[src/rtl/rs_pkg.sv]
// rs_pkg -- shared types and GF(2^m) helpers for the RS(N, N-2) stream decoder.
//   rs_state_t : decoder FSM states (LOAD, SOLVE, EMIT)
//   rs_n/rs_k  : codeword / data length for a given symbol width m
//   gf_mul     : GF(2^m) multiply modulo a primitive polynomial (m <= 8)
package rs_pkg;

   typedef enum logic [1:0] {LOAD, SOLVE, EMIT} rs_state_t;

   localparam int GF_MAX_W = 8;

   function automatic int rs_n(input int m);
      return (1 << m) - 1;
   endfunction

   function automatic int rs_k(input int m);
      return rs_n(m) - 2;
   endfunction

   // Shift-and-add multiply, MSB of b first; reduces whenever bit m is set.
   // Operands are assumed to be already reduced (< 2^m).
   function automatic logic [7:0] gf_mul(input logic [7:0] a, input logic [7:0] b,
                                         input int m, input logic [8:0] poly);
      logic [8:0] p;
      p = '0;
      for (int i = GF_MAX_W - 1; i >= 0; i--) begin
         if (i < m) begin
            p = p << 1;
            if (p[m]) p = p ^ poly;
            if (b[i]) p = p ^ {1'b0, a};
         end
      end
      return p[7:0];
   endfunction

endpackage

[src/rtl/rs_stream_decoder_gf_log.sv]
// rs_gf_log -- log / antilog lookup for GF(2^SYMBOL_WIDTH) with alpha = x.
//   log_a, log_b   : field elements to take the log of (log of 0 reads as 0)
//   log_a_val/_b_val: exponents 0..N-1
//   exp_idx        : exponent; exp_val = alpha^exp_idx
module rs_gf_log
   import rs_pkg::*;
#(
   parameter int                    SYMBOL_WIDTH = 3,
   parameter logic [SYMBOL_WIDTH:0] PRIM_POLY    = 4'b1011
) (
   input  logic [SYMBOL_WIDTH-1:0] log_a,
   input  logic [SYMBOL_WIDTH-1:0] log_b,
   output logic [SYMBOL_WIDTH-1:0] log_a_val,
   output logic [SYMBOL_WIDTH-1:0] log_b_val,
   input  logic [SYMBOL_WIDTH-1:0] exp_idx,
   output logic [SYMBOL_WIDTH-1:0] exp_val
);

   localparam int         W     = SYMBOL_WIDTH;
   localparam int         N     = rs_n(W);
   localparam int         TBL   = 1 << W;
   localparam logic [8:0] POLY9 = 9'(PRIM_POLY);

   // Full 2^W entries so every W-bit index is in range; entry N wraps to 1.
   logic [W-1:0] exp_tab [TBL];

   always_comb begin
      logic [W-1:0] x;
      x = W'(1);
      for (int i = 0; i < TBL; i++) begin
         exp_tab[i] = x;
         x = W'(gf_mul(8'(x), 8'd2, W, POLY9));
      end
   end

   // Inverse lookup by search over the antilog table.
   always_comb begin
      log_a_val = '0;
      log_b_val = '0;
      for (int i = 0; i < N; i++) begin
         if (exp_tab[i] == log_a) log_a_val = W'(i);
         if (exp_tab[i] == log_b) log_b_val = W'(i);
      end
   end

   assign exp_val = exp_tab[exp_idx];

endmodule

[src/rtl/rs_stream_decoder.sv]
// rs_stream_decoder -- streaming single-symbol-error RS(N, N-2) decoder.
// Frames of N symbols arrive highest position first; syndromes are built by
// Horner while loading, a 3-cycle SOLVE locates/values the error, and EMIT
// replays the buffered frame with the correction applied.
//   clk, reset        : clock, synchronous active-low reset
//   in_valid/in_ready/in_symbol     : input symbol stream
//   out_valid/out_ready/out_symbol  : corrected symbol stream
//   out_last          : position 0 of the frame
//   out_corrected     : one error was corrected (held for the frame)
//   out_uncorrectable : frame passed through unmodified (held for the frame)
// Optional macro RS_DEC_ERR_COUNT_EN adds saturating 16-bit corr_count and
// uncorr_count outputs, bumped once per frame on entry to EMIT.
module rs_stream_decoder
   import rs_pkg::*;
#(
   parameter int                    SYMBOL_WIDTH = 3,
   parameter logic [SYMBOL_WIDTH:0] PRIM_POLY    = 4'b1011
) (
   input  logic                    clk,
   input  logic                    reset,
   input  logic                    in_valid,
   output logic                    in_ready,
   input  logic [SYMBOL_WIDTH-1:0] in_symbol,
   output logic                    out_valid,
   input  logic                    out_ready,
   output logic [SYMBOL_WIDTH-1:0] out_symbol,
   output logic                    out_last,
   output logic                    out_corrected,
   output logic                    out_uncorrectable
`ifdef RS_DEC_ERR_COUNT_EN
  ,output logic [15:0]             corr_count,
   output logic [15:0]             uncorr_count
`endif
);

   localparam int         W       = SYMBOL_WIDTH;
   localparam int         N       = rs_n(W);
   localparam int         K       = rs_k(W);
   // Highest symbol position: K data symbols plus two parity symbols, minus one.
   localparam logic [W-1:0] TOP_POS = W'(K + 1);
   localparam logic [8:0] POLY9   = 9'(PRIM_POLY);

   rs_state_t    state;
   logic [W-1:0] pos;        // load write position, then emit read position
   logic [1:0]   solve_cnt;
   logic [W-1:0] s1, s2;
   logic [W-1:0] log_s1, log_s2;
   logic [W-1:0] j_pos, y_exp, y1;
   logic [W-1:0] sym_buf [N];

   logic [W-1:0] l1, l2, exp_val;

   rs_gf_log #(.SYMBOL_WIDTH(SYMBOL_WIDTH), .PRIM_POLY(PRIM_POLY)) u_log (
      .log_a     (s1),
      .log_b     (s2),
      .log_a_val (l1),
      .log_b_val (l2),
      .exp_idx   (y_exp),
      .exp_val   (exp_val)
   );

   // Exponent arithmetic modulo N; inputs are always in 0..N-1.
   function automatic logic [W-1:0] mod_sub(input logic [W-1:0] a, input logic [W-1:0] b);
      logic [W:0] d;
      d = {1'b0, a} - {1'b0, b};
      if (d[W]) d = d + (W+1)'(N);
      return d[W-1:0];
   endfunction

   function automatic logic [W-1:0] mod_dbl(input logic [W-1:0] a);
      logic [W:0] d;
      d = {a, 1'b0};
      if (d >= (W+1)'(N)) d = d - (W+1)'(N);
      return d[W-1:0];
   endfunction

   always_ff @(posedge clk) begin
      if (state == LOAD && in_valid) sym_buf[pos] <= in_symbol;
   end

   always_ff @(posedge clk) begin
      if (!reset) begin
         state             <= LOAD;
         pos               <= TOP_POS;
         solve_cnt         <= '0;
         s1                <= '0;
         s2                <= '0;
         log_s1            <= '0;
         log_s2            <= '0;
         j_pos             <= '0;
         y_exp             <= '0;
         y1                <= '0;
         in_ready          <= 1'b1;
         out_valid         <= 1'b0;
         out_last          <= 1'b0;
         out_corrected     <= 1'b0;
         out_uncorrectable <= 1'b0;
`ifdef RS_DEC_ERR_COUNT_EN
         corr_count        <= '0;
         uncorr_count      <= '0;
`endif
      end else begin
         case (state)
            LOAD: if (in_valid) begin
               s1 <= W'(gf_mul(8'(s1), 8'd2, W, POLY9)) ^ in_symbol;
               s2 <= W'(gf_mul(gf_mul(8'(s2), 8'd2, W, POLY9), 8'd2, W, POLY9)) ^ in_symbol;
               if (pos == '0) begin
                  state     <= SOLVE;
                  in_ready  <= 1'b0;
                  pos       <= TOP_POS;
                  solve_cnt <= '0;
               end else begin
                  pos <= pos - 1'b1;
               end
            end
            SOLVE: begin
               solve_cnt <= solve_cnt + 1'b1;
               case (solve_cnt)
                  2'd0: begin
                     log_s1 <= l1;
                     log_s2 <= l2;
                  end
                  2'd1: begin
                     // X1 = S2/S1 -> j = log S2 - log S1; Y1 = S1^2/S2.
                     j_pos <= mod_sub(log_s2, log_s1);
                     y_exp <= mod_sub(mod_dbl(log_s1), log_s2);
                  end
                  default: begin
                     y1                <= exp_val;
                     out_corrected     <= (s1 != '0) && (s2 != '0);
                     out_uncorrectable <= (s1 == '0) != (s2 == '0);
                     state             <= EMIT;
                     out_valid         <= 1'b1;
                     out_last          <= 1'b0;
`ifdef RS_DEC_ERR_COUNT_EN
                     if ((s1 != '0) && (s2 != '0) && (corr_count != 16'hFFFF))
                        corr_count <= corr_count + 16'd1;
                     if (((s1 == '0) != (s2 == '0)) && (uncorr_count != 16'hFFFF))
                        uncorr_count <= uncorr_count + 16'd1;
`endif
                  end
               endcase
            end
            EMIT: if (out_ready) begin
               if (pos == '0) begin
                  state             <= LOAD;
                  pos               <= TOP_POS;
                  solve_cnt         <= '0;
                  s1                <= '0;
                  s2                <= '0;
                  in_ready          <= 1'b1;
                  out_valid         <= 1'b0;
                  out_last          <= 1'b0;
                  out_corrected     <= 1'b0;
                  out_uncorrectable <= 1'b0;
               end else begin
                  pos      <= pos - 1'b1;
                  out_last <= (pos == W'(1));
               end
            end
            default: state <= LOAD;
         endcase
      end
   end

   // pos only moves on a handshake, so the symbol holds through a stall.
   assign out_symbol = sym_buf[pos] ^ ((out_corrected && (pos == j_pos)) ? y1 : '0);

endmodule

[config.mk]
export PLATFORM = sky130hd
export DESIGN_NAME = rs_stream_decoder
export DESIGN_NICKNAME = d
export VERILOG_FILES = /design/src/rtl/rs_pkg.sv /design/src/rtl/rs_stream_decoder_gf_log.sv /design/src/rtl/rs_stream_decoder.sv
export SDC_FILE = /design/constraint.sdc
export NUM_CORES = 1
export LEC_CHECK = 0
export ABC_AREA = 1
export CAP_MARGIN = 20
export CORE_ASPECT_RATIO = 1.25
export CORE_MARGIN = 2
export CORE_UTILIZATION = 30
export DETAILED_ROUTE_END_ITERATION = 6
export PLACE_DENSITY = 0.42
export SLEW_MARGIN = 20
export SYNTH_ARGS = -nofsm -noshare
export SYNTH_HDL_FRONTEND = slang
export SYNTH_HIERARCHICAL = 1
export SYNTH_SLANG_ARGS = --single-unit
[constraint.sdc]
create_clock -name clk -period 2.21 [get_ports clk]
set_clock_uncertainty 0.05 [all_clocks]
set_input_delay 0.442 -clock clk [delete_from_list [all_inputs] [get_ports clk]]
set_output_delay 0.442 -clock clk [all_outputs]
set_load 0.1 [all_outputs]
* Word-level counts from Yosys, hierarchy flattened
Memories as Yosys holds them, arrays and structs flattened. A register that Yosys moved wholly into a read port is not among the register bits.
Cells that the tools add are included.
** Cells by class
- Add/subtract/negate cells :: 7
- Multiply operators :: 0
- Div/mod/pow operators :: 0
- Magnitude comparators :: 1
- Equal/unequal tests :: 23
- Shifts and indexed selects :: 0
- Muxes and demuxes :: 87
- Bitwise logic cells :: 12
- Reduce and logical (&&, ||, !) cells :: 25
** Operators by type and width (number)
- $mux W3 :: 50
- $eq A3 B3 Y1 const A :: 8
- $mux W2 :: 12
- $pmux W3 S2 :: 3
- $xor A3 B3 Y3 :: 6
- $mux W1 :: 15
- $eq A2 B3 Y1 const A :: 4
- $pmux W2 S3 :: 2
- $pmux W1 S2 :: 5
- $reduce_and A5 Y1 :: 2
- $logic_not A3 Y1 :: 3
- $reduce_and A3 Y1 :: 3
- $reduce_bool A3 Y1 :: 3
- $ne A2 B2 Y1 const B :: 4
- $not A2 Y2 :: 4
- $reduce_and A4 Y1 :: 2
- $sub A3 B3 Y4 :: 2
- $add A3 B3 Y3 const B :: 2
- $reduce_and A2 Y1 :: 3
- $eq A2 B1 Y1 const B :: 2
- $ge A4 B3 Y1 const B :: 1
- $logic_not A2 Y1 :: 2
- $not A3 Y4 :: 1
- $reduce_bool A2 Y1 :: 2
- other kinds (12) :: 14
** Word-level totals
- Bits in registers :: 30
- Bits in latches :: 0
- RAM bits :: 21
- ROM bits :: 24
- Input port bits :: 7
- Output and inout port bits :: 8
- Memories :: 2
** Memories
- (no name shown) :: depth 8, bits a word 3, read ports 1, clocked after Yosys merged registers in 1, wr ports 0, line rs_stream_decoder_gf_log.sv:46 : assign exp_val = exp_tab[exp_idx];
- sym_buf :: depth 7, bits a word 3, read ports 1, clocked after Yosys merged registers in 1, wr ports 1, line rs_stream_decoder.sv:49 : logic [W-1:0] sym_buf [N];

* Longest topological paths before layout
- Depth after elaboration :: 29
- Gate-level depth with buffers :: 12
- Depth with buffers taken out :: 12

* By module
Netlist, hierarchy kept.
** By module, submodules not included
- rs_stream_decoder :: times used 1, cells an instance 389, area an instance 2942.8 um2, seq. area each 1351.3 um2
- rs_gf_log :: times used 1, cells an instance 27, area an instance 116.4 um2, seq. area each 0.0 um2

* Worst setup path after synthesis
Ideal clock, no wire load.
- Path kind :: register to output
- From :: reg out_corrected
- To :: out out_symbol[0]
- Arrival :: 2.071 ns
- Data required time :: 1.718 ns
- Slack :: -0.353 ns
- Stages on the path, launching flop included :: 7
- Buffers on the path :: 0
- Path through :: dfxtp_1 -> nand2_1 -> nor2_1 -> nand3_1 -> inv_1 -> nand2_1 -> nand2_1
** Between the ends
- Word-level cells in the longest chain between the ends :: 3
** RTL lines
- start, declared :: line rs_stream_decoder.sv:28 : output logic out_corrected,
- start signal, assigned :: line rs_stream_decoder.sv:130 : out_corrected <= (s1 != '0) && (s2 != '0);
- $logic_and A1 B1 Y1 :: line rs_stream_decoder.sv:167 : assign out_symbol = sym_buf[pos] ^ ((out_corrected && (pos == j_pos)) ? y1 : '0);
- $mux W3 :: line rs_stream_decoder.sv:167
- $xor A3 B3 Y3 :: line rs_stream_decoder.sv:167
- end, declared :: line rs_stream_decoder.sv:26 : output logic [SYMBOL_WIDTH-1:0] out_symbol,
No other way between the ends.

* Worst setup path in the final report
- From :: reg pos[2]
- To :: out out_symbol[2]
** Between the ends
- Word-level cells in the longest chain between the ends :: 4
** RTL lines
- start, declared :: line rs_stream_decoder.sv:44 : logic [W-1:0] pos;
- start signal, assigned :: line rs_stream_decoder.sv:113 : pos <= pos - 1'b1;
- start signal, assigned :: line rs_stream_decoder.sv:157 : pos <= pos - 1'b1;
- $eq A3 B3 Y1 :: line rs_stream_decoder.sv:167
- $logic_and A1 B1 Y1 :: line rs_stream_decoder.sv:167
- $mux W3 :: line rs_stream_decoder.sv:167
- $xor A3 B3 Y3 :: line rs_stream_decoder.sv:167
No other way between the ends.

==> impl_metrics.prom <==
# TYPE chip_impl_metric gauge
chip_impl_info{name="synthMostInstantiatedCell",value="sky130_fd_sc_hd__nand2_1"} 1
chip_impl_metric{name="instances_no_fill",unit=""} 573
chip_impl_metric{name="grt_start_max_net_pins",unit=""} 21
chip_impl_metric{name="clock_insertion_delay_worst_skew",unit="ps"} 330
chip_impl_info{name="tritoncts",value="yes"} 1
chip_impl_info{name="critPathKind",value="register to output port"} 1
chip_impl_info{name="cts_root_buffer",value="sky130_fd_sc_hd__clkbuf_16"} 1
chip_impl_info{name="category_of_the_worst_setup_path_launch_point",value="register"} 1
chip_impl_metric{name="clock_sinks",unit=""} 57
chip_impl_metric{name="insertedDiodeCount",unit=""} 0
chip_impl_metric{name="global_route.usage.total",unit="%"} 14.2
chip_impl_metric{name="leakagePower",unit="nW"} 1.72
chip_impl_metric{name="power-per-cell-area",unit="nW/um^2"} 788
chip_impl_metric{name="drtAntennaViolNets",unit=""} 0
chip_impl_metric{name="placedCellCount",unit=""} 557
chip_impl_metric{name="synthesis.area",unit="sq um"} 3060
chip_impl_info{name="cp_cell_sequence",value="inv_1, nand2_1, nand2_1, nor2_4, nand3_1, inv_1, nand2_1, nand2_2, buf_12"} 1
chip_impl_info{name="min-delay-path-class",value="register to register"} 1
chip_impl_metric{name="fmaxAchievable",unit="MHz"} 487
chip_impl_metric{name="final_core_utilization",unit="%"} 37.0
chip_impl_metric{name="dp_worst_setup_slack",unit="ps"} 127
chip_impl_metric{name="drt_first_pass_iters",unit=""} 4
chip_impl_metric{name="gpl_congestion",unit=""} 0.756
chip_impl_metric{name="worstPathRequired",unit="ps"} 1720
chip_impl_metric{name="async_flop_share",unit="%"} 0
chip_impl_info{name="synth.cells.most_frequent",value="sky130_fd_sc_hd__nand2_1, sky130_fd_sc_hd__inv_1, sky130_fd_sc_hd__dfxtp_1"} 1
chip_impl_metric{name="antenna_found_initial",unit=""} 0
chip_impl_info{name="status",value="finished, final reports clean"} 1
chip_impl_metric{name="cp_max_stage_delay",unit="ps"} 400
chip_impl_metric{name="path_clk_slew",unit="ps"} 40
chip_impl_metric{name="number_of_h_tree_branching_levels",unit=""} 3
chip_impl_metric{name="synth.lib_cells_used.distinct",unit=""} 25
chip_impl_metric{name="area_growth",unit="%"} 20.9
chip_impl_metric{name="netlist_instances",unit=""} 416
chip_impl_metric{name="synth.top_cell.area_share",unit="%"} 23.6
chip_impl_metric{name="arrival",unit="ps"} 1560
chip_impl_info{name="crit_slowest_cell",value="sky130_fd_sc_hd__dfxtp_1"} 1
chip_impl_metric{name="boundaryPins",unit=""} 15
chip_impl_metric{name="min_period",unit="ps"} 2050
chip_impl_metric{name="fp.dieH",unit="um"} 117
chip_impl_metric{name="numPortBuffers",unit=""} 14
chip_impl_metric{name="routed-via-count",unit=""} 2542
chip_impl_info{name="rsz_0062_raised_after_global_routing",value="false"} 1
chip_impl_info{name="synthTopCellsByArea",value="sky130_fd_sc_hd__dfxtp_1, sky130_fd_sc_hd__edfxtp_1, sky130_fd_sc_hd__nand2_1"} 1
chip_impl_metric{name="vias_per_cell",unit=""} 4.44
chip_impl_metric{name="fraction_of_layout_cells_with_a_size_suffix_above_1",unit="%"} 11.7
chip_impl_metric{name="final-hold-violation-count",unit=""} 0
chip_impl_metric{name="synthesis.area_per_instance",unit="sq um"} 7.35
chip_impl_metric{name="postSynthRegisterBits",unit=""} 57
chip_impl_metric{name="grt_pass1_wl",unit="mm"} 11.7
chip_impl_metric{name="finish.net_count",unit=""} 463
chip_impl_info{name="yosys.area.top_type",value="sky130_fd_sc_hd__dfxtp_1"} 1
chip_impl_metric{name="ys_seq_area_share",unit="%"} 44.2
chip_impl_metric{name="synthesis.nets",unit=""} 440
chip_impl_metric{name="final.setup.tns",unit="ps"} 0
chip_impl_metric{name="critical_path_peak_fanout",unit=""} 4
chip_impl_metric{name="grt_overflow_total",unit=""} 0
chip_impl_metric{name="timing.max_cap.violations",unit=""} 0
chip_impl_info{name="worst_setup_path_end_kind",value="output port"} 1
chip_impl_metric{name="rows",unit=""} 41
chip_impl_metric{name="maxSlewViolCount",unit=""} 0
chip_impl_metric{name="per_cell_routed_wire_length",unit="um"} 12.2
chip_impl_metric{name="smallest_setup_slack_after_layout",unit="ps"} 158
chip_impl_metric{name="worst_slew_margin_rel",unit="%"} 68.6
chip_impl_metric{name="max-vdd-ir-drop",unit="V"} 0.000353
chip_impl_metric{name="drt_iter0_drc",unit=""} 140
chip_impl_metric{name="cts_made_buffers",unit=""} 9
chip_impl_metric{name="detail_route.drc_violations",unit=""} 0
chip_impl_info{name="cpMostUsedCell",value="sky130_fd_sc_hd__nand2_1"} 1
chip_impl_metric{name="post_cts_hold_buffer_count",unit=""} 0
chip_impl_metric{name="die_area",unit="sq um"} 11000
chip_impl_metric{name="worst-slew-pin-transition",unit="ps"} 467
chip_impl_metric{name="min_period_over_period",unit="%"} 92.8
chip_impl_metric{name="synth_edf_count",unit=""} 21
chip_impl_metric{name="number_of_global_route_vias_before_repair",unit=""} 2447
chip_impl_metric{name="yosys_synthesis_warning_count",unit=""} 6
chip_impl_metric{name="die_span_in_x",unit="um"} 94.3
chip_impl_metric{name="postRouteWirelength",unit="mm"} 6.98
chip_impl_metric{name="detailedPlacementHpwl",unit="mm"} 5.37
chip_impl_metric{name="cts.path.max_buffers",unit=""} 2
chip_impl_metric{name="initial_core_util",unit="%"} 30.6
chip_impl_metric{name="design.core.area",unit="sq um"} 10000
chip_impl_info{name="synth_top_flop_cell",value="sky130_fd_sc_hd__dfxtp_1"} 1
chip_impl_metric{name="number_of_endpoints_failing_setup_at_the_final_stage",unit=""} 0
[per-layer routing]
layer	share of wire [%]	track usage (%)	up-vias
met5	0	0	-
met4	2.0	6.96	0
met3	2.4	3.20	12
met2	50	25.0	26
met1	45	16.4	1139
li1	-	-	1365
[sequential cells by signal, summed over array words and instances (netlist names), named ones only]
register and cells:
state 2, y_exp 3, out_uncorrectable 1, s1 3, log_s1 3, j_pos 3
out_last 1, out_corrected 1, y1 3, s2 3, sym_buf 21, log_s2 3
out_valid 1, pos 3, in_ready 1, solve_cnt 2
[area by class of cell]
| class | count | area (sq um) |
|---|---|---|
| Clock inverter | 5 | 46.3 |
| Clock buffer | 11 | 243 |
| Inverter | 67 | 251 |
| Timing Repair Buffer | 17 | 180 |
| Multi-Input combinational cell | 287 | 1460 |
| Tap cell | 129 | 161 |
| Fill cell | 1088 | 6300 |
| Sequential cell | 57 | 1360 |
[what timing repair did]
item	in CTS	in global routing
setup endpoints to repair	3	3
endpoints found under the hold margin	0	0
gates resized for setup	2	7
setup buffers	0	0
[worst paths after layout]
kind,start,endpoint,slack [ps],depth (start not counted)
worst min-delay path,y1[2],y1[2],430,2
worst max-delay path,pos[2],out_symbol[2],160,9
worst max register to register,log_s1[2],y_exp[2],380,11
worst min register to register,y1[2],y1[2],430,2
[layout by cell type, fill, tap and decap left out, types with 6 or more instances in the layout]
cell / synthesis / layout
sky130_fd_sc_hd__nor2_1: 29 / 27
sky130_fd_sc_hd__clkdlybuf4s50_1: 0 / 6
sky130_fd_sc_hd__edfxtp_1: 21 / 21
sky130_fd_sc_hd__nand2_2: 5 / 8
sky130_fd_sc_hd__buf_4: 0 / 8
sky130_fd_sc_hd__nand3_1: 34 / 34
sky130_fd_sc_hd__o21ai_0: 7 / 7
sky130_fd_sc_hd__dfxtp_1: 36 / 32
sky130_fd_sc_hd__a21oi_1: 25 / 25
sky130_fd_sc_hd__inv_1: 60 / 59
sky130_fd_sc_hd__nand2_1: 133 / 130
sky130_fd_sc_hd__clkbuf_16: 0 / 9
sky130_fd_sc_hd__o21ai_1: 14 / 14
sky130_fd_sc_hd__ha_1: 15 / 15
sky130_fd_sc_hd__inv_2: 7 / 8
[worst max-delay path: cells and delay by family, from the launching register on]
kind | cells | cell delay (ps)
buffers and inverters | 3 | 310
and+or+nand+nor | 6 | 520
DFF | 1 | 400
[kinds of logic after synthesis]
logic type	Yosys count	share of synthesized area [%]
compound gates	51	8.75
buf+inv	72	8.92
xor+xnor	3	0.859
simple gates	216	29.9
fa+ha+maj	17	7.44
flops	57	44.2
[stage by stage]
stage	power, W	hold WS, ps	cell area [sq um]
2_1_floorplan	0.00146	401	3070
3_3_place_gp	0.00159	416	3390
3_5_place_dp	0.00159	420	3390
4_1_cts	0.00295	433	3680
5_1_grt	0.00305	451	3700
6_report	0.00292	428	3700
[where the power goes]
part	total [W]	internal [W]	switching, W
logic	0.000412	0.000144	0.000268
clock network	0.00134	0.000887	0.000455
registers	0.00116	0.00113	0.0000353
Note: power is estimated with default switching activity, not from simulation.
